<file path="config.mk">
export PLATFORM = sky130hd
export DESIGN_NAME = uart_tx_rr_sched
export DESIGN_NICKNAME = d
export VERILOG_FILES = /design/src/rtl/uart_tx_rr_sched.sv
export SDC_FILE = /design/constraint.sdc
export NUM_CORES = 1
export LEC_CHECK = 0
export CORE_MARGIN = 8
export CORE_UTILIZATION = 30
export DETAILED_ROUTE_END_ITERATION = 12
export GPL_ROUTABILITY_DRIVEN = 0
export HOLD_SLACK_MARGIN = 0.05
export PLACE_DENSITY = 0.6
export SLEW_MARGIN = 25
export SYNTH_ARGS = -nofsm -noshare
export SYNTH_HDL_FRONTEND = slang
export SYNTH_SLANG_ARGS = --single-unit
</file>
<file path="constraint.sdc">
create_clock -name i_clk -period 2.75 [get_ports i_clk]
set_input_delay 0.4125 -clock i_clk [delete_from_list [all_inputs] [get_ports i_clk]]
set_output_delay 0.4125 -clock i_clk [all_outputs]
set_load 0.01 [all_outputs]
</file>
<file path="src/rtl/uart_tx_rr_sched.sv">
// Round-robin scheduler sharing one UART byte transmitter among four requesters.
// Optionally prefixes each payload byte with an ID header and enforces an idle gap between frames.
module uart_tx_rr_sched #(
   parameter int NUM_REQ   = 4,
   parameter bit HDR_EN    = 1'b1,
   parameter int GAP_TICKS = 5208
) (
   input  logic                   i_clk,
   input  logic                   i_rst,
   input  logic [NUM_REQ-1:0]     i_req_valid,
   input  logic [8*NUM_REQ-1:0]   i_req_data,
   output logic [NUM_REQ-1:0]     o_req_ready,
   output logic                   o_tx_start,
   output logic [7:0]             o_tx_data,
   input  logic                   i_tx_busy,
   output logic [1:0]             o_grant_id,
   output logic                   o_sched_busy,
   output logic [15:0]            o_sent_count
);

   localparam int GW = (GAP_TICKS > 1) ? $clog2(GAP_TICKS) : 1;
   localparam logic [GW-1:0] GAP_LOAD = GW'((GAP_TICKS > 0) ? GAP_TICKS - 1 : 0);

   typedef enum logic [3:0] {
      S_IDLE, S_ARB, S_HDR, S_HW_HI, S_HW_LO, S_DATA, S_DW_HI, S_DW_LO, S_GAP
   } state_t;

   state_t              r_state, w_state_nxt;
   logic [1:0]          r_rr_ptr, w_rr_nxt;
   logic [1:0]          r_grant_id, w_grant_nxt;
   logic [7:0]          r_hold, w_hold_nxt;
   logic [NUM_REQ-1:0]  r_req_ready, w_ready_nxt;
   logic                r_tx_start, w_start_nxt;
   logic [7:0]          r_tx_data, w_txd_nxt;
   logic                r_sched_busy, w_sbusy_nxt;
   logic [15:0]         r_sent_count, w_sent_nxt;
   logic [GW-1:0]       r_gap_cnt, w_gap_nxt;

   logic                w_found;
   logic [1:0]          w_pick;
   logic [1:0]          w_cand;

   // First valid requester at or after rr_ptr, wrapping modulo four.
   always_comb begin
      w_found = 1'b0;
      w_pick  = r_rr_ptr;
      w_cand  = '0;
      for (int unsigned k = 0; k < NUM_REQ; k++) begin
         w_cand = r_rr_ptr + k[1:0];
         if (!w_found && i_req_valid[w_cand]) begin
            w_found = 1'b1;
            w_pick  = w_cand;
         end
      end
   end

   always_comb begin
      w_state_nxt = r_state;
      w_rr_nxt    = r_rr_ptr;
      w_grant_nxt = r_grant_id;
      w_hold_nxt  = r_hold;
      w_ready_nxt = '0;
      w_start_nxt = 1'b0;
      w_txd_nxt   = r_tx_data;
      w_sent_nxt  = r_sent_count;
      w_gap_nxt   = r_gap_cnt;
      case (r_state)
         S_IDLE: begin
            if (|i_req_valid) w_state_nxt = S_ARB;
         end
         S_ARB: begin
            if (w_found) begin
               w_grant_nxt         = w_pick;
               w_hold_nxt          = i_req_data[8*w_pick +: 8];
               w_ready_nxt[w_pick] = 1'b1;
               w_rr_nxt            = w_pick + 2'd1;
               w_state_nxt         = HDR_EN ? S_HDR : S_DATA;
            end else begin
               w_state_nxt = S_IDLE;
            end
         end
         S_HDR: begin
            w_txd_nxt   = 8'hA0 | {6'd0, r_grant_id};
            w_start_nxt = 1'b1;
            w_state_nxt = S_HW_HI;
         end
         S_HW_HI: if (i_tx_busy)  w_state_nxt = S_HW_LO;
         S_HW_LO: if (!i_tx_busy) w_state_nxt = S_DATA;
         S_DATA: begin
            w_txd_nxt   = r_hold;
            w_start_nxt = 1'b1;
            w_state_nxt = S_DW_HI;
         end
         S_DW_HI: if (i_tx_busy) w_state_nxt = S_DW_LO;
         S_DW_LO: begin
            if (!i_tx_busy) begin
               w_sent_nxt = r_sent_count + 16'd1;
               if (GAP_TICKS == 0) begin
                  w_state_nxt = S_IDLE;
               end else begin
                  w_gap_nxt   = GAP_LOAD;
                  w_state_nxt = S_GAP;
               end
            end
         end
         S_GAP: begin
            if (r_gap_cnt == '0) w_state_nxt = S_IDLE;
            else                 w_gap_nxt   = r_gap_cnt - 1'b1;
         end
         default: w_state_nxt = S_IDLE;
      endcase
      w_sbusy_nxt = (w_state_nxt != S_IDLE);
   end

   always_ff @(posedge i_clk) begin
      if (i_rst) begin
         r_state      <= S_IDLE;
         r_rr_ptr     <= '0;
         r_grant_id   <= '0;
         r_hold       <= '0;
         r_req_ready  <= '0;
         r_tx_start   <= 1'b0;
         r_tx_data    <= '0;
         r_sched_busy <= 1'b0;
         r_sent_count <= '0;
         r_gap_cnt    <= '0;
      end else begin
         r_state      <= w_state_nxt;
         r_rr_ptr     <= w_rr_nxt;
         r_grant_id   <= w_grant_nxt;
         r_hold       <= w_hold_nxt;
         r_req_ready  <= w_ready_nxt;
         r_tx_start   <= w_start_nxt;
         r_tx_data    <= w_txd_nxt;
         r_sched_busy <= w_sbusy_nxt;
         r_sent_count <= w_sent_nxt;
         r_gap_cnt    <= w_gap_nxt;
      end
   end

   assign o_req_ready  = r_req_ready;
   assign o_tx_start   = r_tx_start;
   assign o_tx_data    = r_tx_data;
   assign o_grant_id   = r_grant_id;
   assign o_sched_busy = r_sched_busy;
   assign o_sent_count = r_sent_count;

endmodule

</file>
==> flow_metrics.py <==
metrics = {
    "power": {
        "power.clock.fraction": 0.451,
        "share_comb_of_total_power": 0.133,
        "power_leakage_nw": 1.51,
        "part_of_the_total_power_dissipated_in_sequential_elements": 0.416,
        "switchingPower_mw": 0.535,
        "power-per-cell-area_nw_per_um2": 551,
        "intPower_mw": 1.68,
        "power_switching_share": 0.242,
        "peak_supply_drop_mv": 0.204,
    },
    "clock_tree": {
        "max-clock-path-buffers": 2,
        "worstSkewPairLatency_ns": 0.34,
        "cts_resized": 0,
        "clock-root-buffer": "sky130_fd_sc_hd__clkbuf_8",
        "cts.repair_timing.setup_buffer_count": 0,
        "cts_tree": "done",
        "htreeDepth": 3,
        "hold_buffers": 0,
        "cts_sinks": 59,
        "number_of_cts_inserted_buffers": 9,
        "clk_pin_slew_worst_paths_ns": 0.07,
    },
    "detailed_routing": {
        "number_of_nets_with_antenna_violations_after_routing": 0,
        "detail_route.wl_per_cell_um": 13.6,
        "num_vias": 2617,
        "vias_per_cell": 4.86,
        "wirelength_um": 7340,
        "drt_iter0_markers": 139,
        "detailedRoute.firstPassIterationCount": 4,
        "drc": 0,
    },
    "placed_design": {
        "numPortBuffers": 70,
        "numPlacedInstances": 522,
        "place.detailed.hpwl_um": 5500,
    },
    "layout": {
        "fin_cells": 538,
        "final_net_count": 445,
        "antenna-diode-count": 0,
        "post_route_cells_drive_above_1_share": 0.0864,
        "layout-area-overhead-vs-synth_pct": 38.3,
    },
    "worst_setup_path": {
        "path_buf_inv": 1,
        "crit_required_ns": 3.02,
        "cp_max_fo": 5,
        "kind_of_start_point_of_the_critical_path": "input pin",
        "timing_worst_setup_path_type": "in2reg",
        "cp_data_arrival_time_ns": 2.46,
        "critical_path.max_stage_delay_ns": 0.47,
        "cpMaxStageDelayCell": "sky130_fd_sc_hd__or4_1",
        "worst_setup_path_end_kind": "flip-flop",
        "cp_cell_sequence": "clkdlybuf4s50_1, and4bb_4, nand4_4, or4_4, or4_1, a21oi_1",
        "crit_family": "simple AND/OR/NAND/NOR gates",
    },
    "floorplanning": {
        "fp.dieW_um": 114,
        "core-area_um2": 9590,
        "fp.dieArea_um2": 13100,
        "num_rows": 36,
        "top_level_ports": 71,
        "dieHeight_um": 114,
        "initial_core_util": 0.303,
    },
    "synthesis": {
        "number_of_enable_flip_flop_cells_after_synthesis": 0,
        "synthesis.area_um2": 2900,
        "synthesis.area_per_instance_um2": 8.83,
        "ys_ff_latch": 59,
        "postSynth.asyncResetShare": 0,
        "synth.yosys.warnings": 0,
        "synth_top_flop_cell": "sky130_fd_sc_hd__dfxtp_1",
        "syn_nets": 374,
        "synth.distinct_cells": 53,
        "synth_seq_area_share": 0.407,
        "netlist_instances": 329,
    },
    "job": {
        "drv.max_cap_violation_count": 0,
    },
    "grt": {
        "first_global_vias": 2605,
        "grt_start_max_net_pins": 20,
        "grt_overflow": 0,
        "grt_antenna_before_repair": 0,
        "grt_pass1_wl_um": 12200,
        "track_usage": 0.117,
    },
    "min_path": {
        "min-delay-path-class": "reg2reg",
    },
    "timing": {
        "finalSetupViolCount": 0,
        "timing.clock.skew_ns": 0.00916,
        "layout_min_cycle_time_ns": 2.19,
        "rsz0062_at_grt": "false",
        "layout_worst_path_cycle_share": 0.797,
        "tns_setup_ns": 0,
        "hold_viol": 0,
        "max_slew.worst_pin.slew_ns": 0.560,
        "clock.fmax_ghz": 0.456,
        "max_slew_violation_count": 0,
        "relSlewSlack": 0.622,
    },
    "run_status": {
        "run_status": "finished clean",
    },
}
==> area by class of cell <==
type                       count  area, µm²
clock inverter                 6        113
sequential                    59       1180
inverter                      13       48.8
clock buffer                  10        138
timing repair buffer          77        766
tap                          133        166
multi-input combinational    240       1610
fill                         966       5580
==> routing by layer <==
layer  vias to the layer above  global-route usage  part of all wire
met2                        61               0.187              0.47
met3                         8              0.0406             0.062
li1                       1329                   -                 -
met1                      1219               0.138              0.45
met5                         -                   0                 0
met4                         0              0.0506             0.015
==> registers in the layout, summed over array words and instances, names as in the netlist, 2 cells and up <==
name / count
o_grant_id: 2
o_req_ready: 4
o_sent_count: 16
o_tx_data: 8
r_gap_cnt: 13
r_hold: 8
r_rr_ptr: 2
r_state: 4
==> cell usage after synthesis, types with 2 or more instances <==
cell type                  count  area [µm²]
sky130_fd_sc_hd__inv_1        13        48.8
sky130_fd_sc_hd__a22oi_1       4        30.0
sky130_fd_sc_hd__nand3_1       3        15.0
sky130_fd_sc_hd__o21ai_0       7        35.0
sky130_fd_sc_hd__nand4_1       3        18.8
sky130_fd_sc_hd__nand2_1      20        75.1
sky130_fd_sc_hd__nand3b_1      8        60.1
sky130_fd_sc_hd__nor2b_1       3        18.8
sky130_fd_sc_hd__o21a_1        2        15.0
sky130_fd_sc_hd__a21oi_1      24         120
sky130_fd_sc_hd__ha_1          6        75.1
sky130_fd_sc_hd__clkbuf_1     12        45.0
sky130_fd_sc_hd__or3_1         8        50.1
sky130_fd_sc_hd__buf_2         2        10.0
sky130_fd_sc_hd__xor2_1        3        26.3
sky130_fd_sc_hd__nand2b_1      7        43.8
sky130_fd_sc_hd__xnor2_1      11        96.3
sky130_fd_sc_hd__mux2i_1      21         210
sky130_fd_sc_hd__or4_1         5        37.5
sky130_fd_sc_hd__o31ai_1       4        30.0
sky130_fd_sc_hd__o221ai_1      9        78.8
sky130_fd_sc_hd__nor2_1       36         135
sky130_fd_sc_hd__nor3_1       13        65.1
sky130_fd_sc_hd__a211oi_1      6        45.0
sky130_fd_sc_hd__nor4_1        7        43.8
sky130_fd_sc_hd__dfxtp_1      59        1180
sky130_fd_sc_hd__and2_1        6        37.5
sky130_fd_sc_hd__nor3b_1       2        15.0
==> worst register-to-register path, stage by stage, from the launching register on <==
cell,delay (ns)
sky130_fd_sc_hd__dfxtp_1,0.44
sky130_fd_sc_hd__and4_1,0.26
sky130_fd_sc_hd__nand3_2,0.15
sky130_fd_sc_hd__or4_4,0.57
sky130_fd_sc_hd__or4_1,0.47
sky130_fd_sc_hd__a21oi_1,0.15
==> stage by stage <==
stage / worst slack, ns / hold slack, ns / utilization / cell area [µm²] / power (mW)
2_1_floorplan: 0.557 / 0.455 / - / 2900 / 1.10
3_5_place_dp: 0.197 / 0.481 / 0.393 / 3770 / 1.24
5_1_grt: 0.467 / 0.525 / 0.419 / 4020 / 2.31
4_1_cts: 0.556 / 0.493 / 0.419 / 4020 / 2.24
3_3_place_gp: 0.241 / 0.474 / 0.393 / 3770 / 1.23
6_report: 0.559 / 0.492 / 0.419 / 4020 / 2.21
==> kinds of logic (layout without fill, tap and decap cells) <==
logic type | after synthesis | in the layout | share of synthesized area
AO/OA/AOI/OAI | 66 | 66 | 0.150
flip-flops | 59 | 59 | 0.407
buffers and inverters | 30 | 106 | 0.0427
XOR/XNOR | 14 | 14 | 0.0422
adder cells (fa/ha/maj) | 6 | 6 | 0.0259
multiplexers | 22 | 22 | 0.0763
AND/OR/NAND/NOR | 132 | 132 | 0.257
==> power groups by stage <==
stage	Clock, mW	Sequential [mW]	Combinational (mW)
after floorplan	0	0.933	0.165
after global routing	1.06	0.927	0.326
after CTS	1.02	0.921	0.298
final	0.998	0.922	0.294
after global placement	0	0.940	0.293
after detailed placement	0	0.940	0.297
==> final timing paths <==
check | startpoint | to | slack [ns] | depth (start not counted)
max | i_tx_busy | o_sent_count[15] | 0.56 | 6
min | o_sent_count[15] | o_sent_count[15] | 0.49 | 2
max reg2reg | o_sent_count[3] | o_sent_count[15] | 0.65 | 5
min reg2reg | o_sent_count[15] | o_sent_count[15] | 0.49 | 2
==> layout by cell type (no fill, tap or decap), drive strengths merged, types with 6 or more instances in the layout <==
cell           instances
clkdlybuf4s50         70
o221ai                 9
nand2b                 7
or3                    8
a21oi                 24
ha                     6
a211oi                 6
clkbuf                10
mux2i                 21
xnor2                 11
nand3b                 8
nor4                   7
buf                    7
nand2                 20
inv                   13
nor2                  37
o21ai                  7
dfxtp                 59
or4                    6
and2                   7
nor3                  13
No activity file was read; power rests on OpenSTA's default activity.
